$ cat src/rtl/usrt_tx_engine.sv
// ---------------------------------------------------------------------------
// usrt_tx_engine
//   USRT transmit engine. Words arriving from the APB write path are queued
//   in a small FIFO and serialised onto Rx, one frame per word:
//     start (1), DATA_W data bits LSB first, optional even parity, stop (0).
//   The line idles at 0. An internal baud counter produces the one-cycle
//   bit-period tick uClk; the framing FSM and Rx only move on that tick.
//
//   Optional feature macro: USRT_TX_PARITY_EN
//     defined   -> a PARITY state sends ^data after the last data bit
//     undefined -> no parity state or logic; frame is 1+DATA_W+STOP_BITS bits
// ---------------------------------------------------------------------------
module usrt_tx_engine #(
  parameter int DATA_W     = 8,   // data bits per frame (1..16)
  parameter int DIV        = 80,  // pClk cycles per bit period (>=2)
  parameter int FIFO_DEPTH = 4,   // TX FIFO entries (power of 2, >=2)
  parameter int STOP_BITS  = 1    // stop bits per frame (1 or 2)
) (
  input  logic                              pClk,
  input  logic                              pReset,
  input  logic                              en,
  input  logic                              wr_valid,
  input  logic [DATA_W-1:0]                 wr_data,
  output logic                              wr_ready,
  output logic                              Rx,
  output logic                              uClk,
  output logic                              busy,
  output logic [$clog2(FIFO_DEPTH+1)-1:0]   fifo_level
);

  // Derived widths. The bit index is kept at least one bit wide so that a
  // one-bit data word still elaborates cleanly.
  localparam int CNT_W = $clog2(DIV);
  localparam int PTR_W = $clog2(FIFO_DEPTH);
  localparam int LVL_W = $clog2(FIFO_DEPTH + 1);
  localparam int IDX_W = (DATA_W > 1) ? $clog2(DATA_W) : 1;

  localparam logic [CNT_W-1:0] CNT_MAX   = CNT_W'(DIV - 1);
  localparam logic [IDX_W-1:0] IDX_LAST  = IDX_W'(DATA_W - 1);
  localparam logic             STOP_LAST = 1'(STOP_BITS - 1);
  localparam logic [LVL_W-1:0] LVL_FULL  = LVL_W'(FIFO_DEPTH);

  // Frame state encoding
  localparam logic [2:0] IDLE   = 3'd0;
  localparam logic [2:0] START  = 3'd1;
  localparam logic [2:0] DATA   = 3'd2;
`ifdef USRT_TX_PARITY_EN
  localparam logic [2:0] PARITY = 3'd3;
`endif
  localparam logic [2:0] STOP   = 3'd4;

  // Baud generator
  logic [CNT_W-1:0]  cnt_q, cnt_d;
  logic              tick;

  // Framing FSM and serial datapath
  logic [2:0]        state_q, state_d;
  logic [DATA_W-1:0] shift_q, shift_d;
  logic [DATA_W-1:0] shift_nxt;
  logic [IDX_W-1:0]  idx_q, idx_d;
  logic              stop_q, stop_d;
  logic              rx_q, rx_d;
  logic              busy_q, busy_d;
  logic              start_frame;
`ifdef USRT_TX_PARITY_EN
  logic              par_q, par_d;
`endif

  // TX FIFO
  logic [DATA_W-1:0] mem_q [FIFO_DEPTH];
  logic [PTR_W-1:0]  wr_ptr_q, wr_ptr_d;
  logic [PTR_W-1:0]  rd_ptr_q, rd_ptr_d;
  logic [LVL_W-1:0]  level_q, level_d;
  logic [DATA_W-1:0] head;
  logic              push;
  logic              pop;

  // Readiness comes purely from the registered level, so a word offered at
  // full is refused even when the FSM pops in the same cycle.
  assign wr_ready  = (level_q != LVL_FULL);
  assign push      = wr_valid && wr_ready;
  assign head      = mem_q[rd_ptr_q];
  assign tick      = (cnt_q == CNT_MAX);
  assign shift_nxt = shift_q >> 1;

  assign uClk       = tick;
  assign Rx         = rx_q;
  assign busy       = busy_q;
  assign fifo_level = level_q;

  // Baud counter: free-runs 0..DIV-1 while enabled, parked at 0 otherwise so
  // the first tick after re-enable lands a full bit period later.
  always_comb begin
    cnt_d = cnt_q;
    if (!en) begin
      cnt_d = '0;
    end else if (cnt_q == CNT_MAX) begin
      cnt_d = '0;
    end else begin
      cnt_d = cnt_q + CNT_W'(1);
    end
  end

  // Framing FSM: decides the next line level and pops the FIFO on ticks.
  always_comb begin
    state_d     = state_q;
    shift_d     = shift_q;
    idx_d       = idx_q;
    stop_d      = stop_q;
    rx_d        = rx_q;
    pop         = 1'b0;
    start_frame = 1'b0;
`ifdef USRT_TX_PARITY_EN
    par_d       = par_q;
`endif

    if (!en) begin
      state_d = IDLE;
      rx_d    = 1'b0;
    end else if (tick) begin
      case (state_q)
        IDLE: begin
          if (level_q != '0) begin
            start_frame = 1'b1;
          end else begin
            rx_d = 1'b0;
          end
        end
        START: begin
          rx_d    = shift_q[0];
          idx_d   = '0;
          state_d = DATA;
        end
        DATA: begin
          if (idx_q == IDX_LAST) begin
`ifdef USRT_TX_PARITY_EN
            rx_d    = par_q;
            state_d = PARITY;
`else
            rx_d    = 1'b0;
            stop_d  = 1'b0;
            state_d = STOP;
`endif
          end else begin
            shift_d = shift_nxt;
            rx_d    = shift_nxt[0];
            idx_d   = idx_q + IDX_W'(1);
          end
        end
`ifdef USRT_TX_PARITY_EN
        PARITY: begin
          rx_d    = 1'b0;
          stop_d  = 1'b0;
          state_d = STOP;
        end
`endif
        STOP: begin
          if (stop_q == STOP_LAST) begin
            // A queued word starts straight after the last stop bit, so
            // back-to-back frames carry no extra idle period.
            if (level_q != '0) begin
              start_frame = 1'b1;
            end else begin
              rx_d    = 1'b0;
              state_d = IDLE;
            end
          end else begin
            stop_d = stop_q + 1'b1;
          end
        end
        default: begin
          rx_d    = 1'b0;
          state_d = IDLE;
        end
      endcase

      if (start_frame) begin
        pop     = 1'b1;
        shift_d = head;
        rx_d    = 1'b1;
        state_d = START;
`ifdef USRT_TX_PARITY_EN
        par_d   = ^head;
`endif
      end
    end

    busy_d = (state_d != IDLE);
  end

  // FIFO bookkeeping: pointers wrap naturally on the power-of-two depth and
  // the level tracks push/pop exactly.
  always_comb begin
    wr_ptr_d = wr_ptr_q;
    rd_ptr_d = rd_ptr_q;
    if (push) begin
      wr_ptr_d = wr_ptr_q + PTR_W'(1);
    end
    if (pop) begin
      rd_ptr_d = rd_ptr_q + PTR_W'(1);
    end
    level_d = level_q + LVL_W'(push) - LVL_W'(pop);
  end

  // FIFO storage: data only, no reset needed since level gates every read.
  always_ff @(posedge pClk) begin
    if (push) begin
      mem_q[wr_ptr_q] <= wr_data;
    end
  end

  // State registers with asynchronous active-low reset.
  always_ff @(posedge pClk or negedge pReset) begin
    if (!pReset) begin
      cnt_q    <= '0;
      state_q  <= IDLE;
      shift_q  <= '0;
      idx_q    <= '0;
      stop_q   <= 1'b0;
      rx_q     <= 1'b0;
      busy_q   <= 1'b0;
      wr_ptr_q <= '0;
      rd_ptr_q <= '0;
      level_q  <= '0;
`ifdef USRT_TX_PARITY_EN
      par_q    <= 1'b0;
`endif
    end else begin
      cnt_q    <= cnt_d;
      state_q  <= state_d;
      shift_q  <= shift_d;
      idx_q    <= idx_d;
      stop_q   <= stop_d;
      rx_q     <= rx_d;
      busy_q   <= busy_d;
      wr_ptr_q <= wr_ptr_d;
      rd_ptr_q <= rd_ptr_d;
      level_q  <= level_d;
`ifdef USRT_TX_PARITY_EN
      par_q    <= par_d;
`endif
    end
  end

endmodule

$ cat config.mk
export PLATFORM = sky130hd
export DESIGN_NAME = usrt_tx_engine
export DESIGN_NICKNAME = d
export VERILOG_FILES = /design/src/rtl/usrt_tx_engine.sv
export SDC_FILE = /design/constraint.sdc
export NUM_CORES = 1
export LEC_CHECK = 0
export ABC_CLOCK_PERIOD_IN_PS = 3600
export BUFFER_PORTS_ARGS = -buffer_cell sky130_fd_sc_hd__buf_4
export CELL_PAD_IN_SITES_DETAIL_PLACEMENT = 1
export CELL_PAD_IN_SITES_GLOBAL_PLACEMENT = 1
export CORE_MARGIN = 1.5
export CORE_UTILIZATION = 25
export DETAILED_ROUTE_END_ITERATION = 10
export HOLD_SLACK_MARGIN = 0.08
export PLACE_DENSITY = 0.49
export SYNTH_ARGS = -nofsm -noshare
export SYNTH_HDL_FRONTEND = slang
export SYNTH_SLANG_ARGS = --single-unit
$ cat constraint.sdc
create_clock -name pClk -period 3.6 [get_ports pClk]
set_clock_uncertainty 0.2 [all_clocks]
set_input_delay 0.54 -clock pClk [delete_from_list [all_inputs] [get_ports pClk]]
set_output_delay 0.54 -clock pClk [all_outputs]
set_load 0.05 [all_outputs]
==> flow_summary.yaml, run 1 <==
run_status:
  outcome: "completed"
synthesis:
  synth_seq_area_share_pct: 64.6
  syn_area_per_cell_um2: 15.5
  ys_seq_elements: 62
  synth_top_area_share_pct: 36.3
  yosys.area.top_type: "edfxtp_1"
  synth_area_leaders: "edfxtp_1, dfrtp_1, mux4_2, ha_1, o221a_1"
  netlist_instances: 171
  async_flop_share_pct: 48.4
  synth_area_um2: 2650
  ys.flop_type: "edfxtp_1"
  syn-num-nets: 193
  synth-edff-count: 32
  yosysUniqueCellTypes: 43
  synth_warnings: 0
timing:
  hold_violations: 0
  rsz0062_at_grt: "false"
  worstMarginPinSlew_ps: 590
  maxSlewHeadroom_pct: 60.4
  fin_tns_setup_ps: 0
  setup_viol: 0
  fmax_mhz: 364
  layout_min_cycle_time_ps: 2750
  maxSlewViolCount: 0
  period_share_pct: 76.4
worst_hold_path:
  hp-class: "input port to register"
routing:
  dr.pass1.iters: 4
  ant_nets: 0
  post_drt_wl_per_cell_um: 15.1
  vias: 1474
  wl_um: 5110
  first_iter_violations: 24
  drc: 0
  drt-vias-per-instance: 4.35
setup_path:
  required_ps: 3620
  crit_type: "register to register"
  critPathLaunchType: "register"
  cp.arrival_ps: 2770
  endpoint_kind: "register"
  crit_path_max_fanout: 10
layout:
  stdcell_count: 339
  antenna_cells: 0
  multi_input_area_um2: 872
  final_area_um2: 3150
  layout_commonest_cell: "edfxtp_1"
  fillers: 1097
  regArea_um2: 1710
  synthToLayoutAreaGrowth_pct: 19.0
  drive_gt1_share_pct: 24.6
  nets: 220
  final_cell_mix: "edfxtp_1, dfrtp_1, buf_4"
die:
  die_width_um: 106
  core_area_um2: 10300
  rows: 37
  ioPinCount: 19
  die_area_um2: 11200
  die_y_um: 106
  start_util_pct: 25.7
placement:
  globalplace.congestion: 0.683
  place_inst: 322
  hpwlAfterDp_um: 3350
  io_buffers: 18
  dpl-instance-area_um2: 2940
clock_tree:
  cts_sinks: 62
  htreeDepth: 3
  clockBufferDepth: 2
  tritoncts: "yes"
  insertion_delay_ps: 340
  cts_setup_buffers: 0
  root_buffer: "clkbuf_8"
  clk_pin_slew_ps: 80
  cts_buffers: 9
global_route:
  grt_pass1_vias: 1586
  grt_max_degree: 31
  grtUsageTotal_pct: 10.4
  antenna_found_initial: 0
  overflow: 0
  grt_pass1_wl_um: 8600
power:
  leakagePower_nw: 1.25
  ir_drop_mv: 0.194
  p_per_area_nw_per_um2: 599
run:
  cap_violations: 0
## repair_timing
| action | in CTS | in global routing |
|---|---|---|
| hold buffers | 1 | 0 |
| hold endpoints to repair | 30 | 0 |
| resized for setup | 0 | 0 |
## worst max-delay path: stages (launching register included)
cell      delay (ps)
dfrtp_1          430
or3b_4           450
nor2_4           140
nand3_4          170
clkinv_2         140
ha_1             230
inv_1             50
ha_1             120
inv_1             40
fa_1             370
xnor2_1          140
xnor2_1          120
## power breakdown
group          total (mW)  switching (mW)  internal [mW]
Combinational       0.343           0.218          0.125
Sequential          0.915          0.0532          0.861
Clock               0.630           0.302          0.328
## stage by stage
stage                     power, mW  setup WS [ps]  hold WS (ps)  utilization, %
after floorplan                1.15            609          44.4               -
after global placement         1.28            908           237            28.5
after global routing           2.00            651           169            30.5
after CTS                      1.93            826           173            30.5
final                          1.89            850           198            30.5
after detailed placement       1.28            851           260            28.5
## sequential cells by signal, indices dropped and copies added (netlist names)
| signal | count |
|---|---|
| mem_q | 32 |
| shift_q | 8 |
| cnt_q | 7 |
| fifo_level | 3 |
| idx_q | 3 |
| state_q | 3 |
| rd_ptr_q | 2 |
| wr_ptr_q | 2 |
| Rx | 1 |
| busy | 1 |
## kinds of logic after synthesis
logic type	after synthesis	synth area share (%)
buffers and inverters	15	2.46
AO/OA/AOI/OAI	24	7.27
XOR/XNOR	9	2.98
flip-flops	62	64.6
multiplexers	10	7.65
AND/OR/NAND/NOR	41	10.0
adder cells (fa/ha/maj)	10	5.01
## cells in the mapped netlist, drive strengths merged, types with 4 or more instances
master / count
mux4: 8
o21ai: 7
ha: 9
nand2b: 6
xor2: 4
dfrtp: 30
and3: 5
nor2: 7
xnor2: 5
nand2: 4
o221a: 7
inv: 10
edfxtp: 32
## path summary, 6_finish.rpt
kind,slack (ps),endpoint,startpoint,depth (start not counted)
max,850,fifo_level[2],cnt_q[5],11
max reg2reg,850,fifo_level[2],cnt_q[5],11
min reg2reg,270,cnt_q[0],cnt_q[0],1
min in group asynchronous,460,cnt_q[6],pReset,2
max in group asynchronous,2420,shift_q[3],pReset,2
min,200,mem_q[2][7],wr_data[7],1
## layout make-up
| cell class | count | share of cell area, % |
|---|---|---|
| Clock inverter | 7 | 2.50 |
| Clock buffer | 9 | 3.93 |
| Multi-Input combinational cell | 94 | 27.7 |
| Inverter | 11 | 1.35 |
| Timing Repair Buffer | 20 | 4.84 |
| Sequential cell | 62 | 54.3 |
| Tap cell | 136 | 5.40 |
## metal layers
layer / track usage (%) / part of all wire (%) / up-vias
li1: - / - / 693
met5: 0 / 0 / -
met4: 2.90 / 1.2 / 0
met2: 16.8 / 48 / 24
met3: 4.05 / 3.5 / 5
met1: 12.9 / 48 / 752
(Power assumes the default switching activity.)
==> run 2: changes to the inputs <==
--- a/config.mk
+++ b/config.mk
@@ -5,7 +5,8 @@
 export SDC_FILE = /design/constraint.sdc
 export NUM_CORES = 1
 export LEC_CHECK = 0
-export ABC_CLOCK_PERIOD_IN_PS = 3600
+export ABC_AREA = 1
+export ABC_CLOCK_PERIOD_IN_PS = 2650
 export BUFFER_PORTS_ARGS = -buffer_cell sky130_fd_sc_hd__buf_4
 export CELL_PAD_IN_SITES_DETAIL_PLACEMENT = 1
 export CELL_PAD_IN_SITES_GLOBAL_PLACEMENT = 1
@@ -13,7 +14,7 @@
 export CORE_UTILIZATION = 25
 export DETAILED_ROUTE_END_ITERATION = 10
 export HOLD_SLACK_MARGIN = 0.08
-export PLACE_DENSITY = 0.49
+export PLACE_DENSITY = 0.51
 export SYNTH_ARGS = -nofsm -noshare
 export SYNTH_HDL_FRONTEND = slang
 export SYNTH_SLANG_ARGS = --single-unit
==> constraint.sdc (replaced) <==
create_clock -name pClk -period 2.65 [get_ports pClk]
set_clock_uncertainty 0.2 [all_clocks]
set_input_delay 0.3975 -clock pClk [delete_from_list [all_inputs] [get_ports pClk]]
set_output_delay 0.3975 -clock pClk [all_outputs]
set_load 0.05 [all_outputs]
==> flow_summary.yaml, run 2 <==
setup_path:
  worstReg2RegStart: "cnt_q[0]"
  critPathMaxStageDelay_ps: 380
  endpoint_kind: "register"
  critPathLaunchType: "register"
  cpMostUsedCell: "ha_1"
  crit_path_max_fanout: 7
  required_ps: 2670
  cpMaxStageDelayCell: "dfrtp_1"
  reg2reg_depth: 11
  crit_chain: "ha_1, nand3_4, nor3_4, nand2_2, clkinv_2, ha_1, inv_1, ha_1, inv_1, fa_1, xnor2_1"
  cp.arrival_ps: 2370
  crit_type: "register to register"
  setup.worst_path.start: "cnt_q[0]"
routing:
  dr.pass1.iters: 4
  wl_um: 5880
  drc: 0
  post_drt_wl_per_cell_um: 12.6
  vias: 1949
  ant_nets: 0
  first_iter_violations: 48
  drt-vias-per-instance: 4.19
layout:
  final_area_um2: 3450
  top_regs: "mem_q: 32 flops, shift_q: 8 flops, cnt_q: 7 flops"
  drive_gt1_share_pct: 16.9
  top_register: "mem_q"
  layout_commonest_cell: "nand2_1"
  antenna_cells: 0
  final_cell_mix: "nand2_1, nand3_1, edfxtp_1"
  largest_reg_flops: 32
  nets: 342
  synthToLayoutAreaGrowth_pct: 24.7
clock_tree:
  insertion_delay_ps: 340
  cts_sinks: 62
  cts_resized: 0
  htreeDepth: 3
  clk_pin_slew_ps: 70
  cts_buffers: 9
  tritoncts: "yes"
  root_buffer: "clkbuf_8"
  clockBufferDepth: 2
synthesis:
  async_flop_share_pct: 48.4
  synth-edff-count: 32
  ys_seq_elements: 62
  synth_top_area_share_pct: 34.8
  netlist_instances: 276
  yosysMostFrequentCell: "nand2_1"
  synth_warnings: 0
  yosysUniqueCellTypes: 28
  yosys.area.top_type: "edfxtp_1"
  ys.flop_type: "edfxtp_1"
  syn_area_per_cell_um2: 10.0
  ys_top_cells_by_count: "nand2_1, nand3_1, edfxtp_1"
  syn-num-nets: 298
  synth_area_um2: 2760
  synth_seq_area_share_pct: 61.9
  synth_area_leaders: "edfxtp_1, dfrtp_1, nand2_1, nand3_1, ha_1"
run_status:
  outcome: "completed"
die:
  start_util_pct: 25.6
  core_area_um2: 10800
  rows: 38
  die_y_um: 108
  die_width_um: 108
  die_area_um2: 11700
  ioPinCount: 19
timing:
  worstMarginPinSlew_ps: 507
  maxSlewHeadroom_pct: 66.0
  layout_min_cycle_time_ps: 2350
  setup_viol: 0
  fin_tns_setup_ps: 0
  hold_violations: 0
  fmax_mhz: 425
  rsz0062_at_grt: "false"
  maxSlewViolCount: 0
  period_share_pct: 88.7
placement:
  io_buffers: 18
  globalplace.congestion: 0.677
  dpl-instance-area_um2: 3130
  hpwlAfterDp_um: 3960
power:
  leakagePower_nw: 1.56
  ir_drop_mv: 0.275
  p_per_area_nw_per_um2: 803
global_route:
  grt_max_degree: 31
  grt_pass1_wl_um: 10200
  grt_pass1_vias: 2078
  antenna_found_initial: 0
  grtUsageTotal_pct: 11.5
  overflow: 0
run:
  cap_violations: 0
worst_hold_path:
  hp-class: "input port to register"
  min_from: "en"
  whs_path_depth: 3
## run 2: routing by layer
layer | vias up | global-route usage, % | wire [um]
li1 | 982 | - | -
met1 | 940 | 14.3 | 2810
met2 | 20 | 19.3 | 2820
met3 | 7 | 3.32 | 176
met4 | 0 | 3.95 | 71
met5 | - | 0 | 0
## run 2: area by class of cell
cell class / count / area, um^2
multi-input combinational: 184 / 933
clock inverter: 7 / 98.8
clock buffer: 9 / 124
sequential: 62 / 1710
inverter: 26 / 101
fill: 1233 / 7350
timing repair buffer: 37 / 300
tap: 140 / 175
## run 2: path summary, 6_finish.rpt
| check | endpoint | slack [ps] |
|---|---|---|
| worst min register to register | cnt_q[0] | 280 |
| worst max-delay path | fifo_level[2] | 300 |
| worst min-delay path | cnt_q[1] | 90 |
| max in group asynchronous | fifo_level[1] | 1600 |
| min in group asynchronous | cnt_q[1] | 330 |
| worst max register to register | fifo_level[2] | 300 |
## run 2: cells by family after synthesis
kind of cell,synth area share (%)
flops,61.9
xor+xnor,2.22
fa+ha+maj,4.80
buf+inv,4.39
compound gates,1.95
simple gates,24.7
## run 2: timing repair
action	in CTS	in global routing
setup buffers	0	0
endpoints found under the hold margin	62	0
hold buffers	9	0
## run 2: where the power goes
part           switching (mW)  total [mW]  internal, mW
Combinational           0.391       0.596         0.205
Clock                   0.407       0.937         0.530
Sequential             0.0651        1.23          1.17
## run 2: stage by stage
step | setup slack, ps | util (%) | total power, mW | hold WS [ps] | cells
floorplan | 26.7 | - | 1.62 | -98.1 | 276
global placement | 305 | 29.0 | 1.85 | 165 | 440
detailed placement | 291 | 29.0 | 1.86 | 168 | 440
CTS | 264 | 31.9 | 2.81 | 86.1 | 465
global route | 76.6 | 31.9 | 2.93 | 91.6 | 465
finish | 299 | 31.9 | 2.77 | 92.0 | 465
## run 2: worst max-delay path, delay by kind of cell, from the launching register on
| kind | cells | cell delay (ps) |
|---|---|---|
| xor gates and xnor gates | 1 | 130 |
| adders and majority gates | 4 | 950 |
| buffers and inverters | 3 | 140 |
| DFF | 1 | 380 |
| and+or+nand+nor | 3 | 420 |
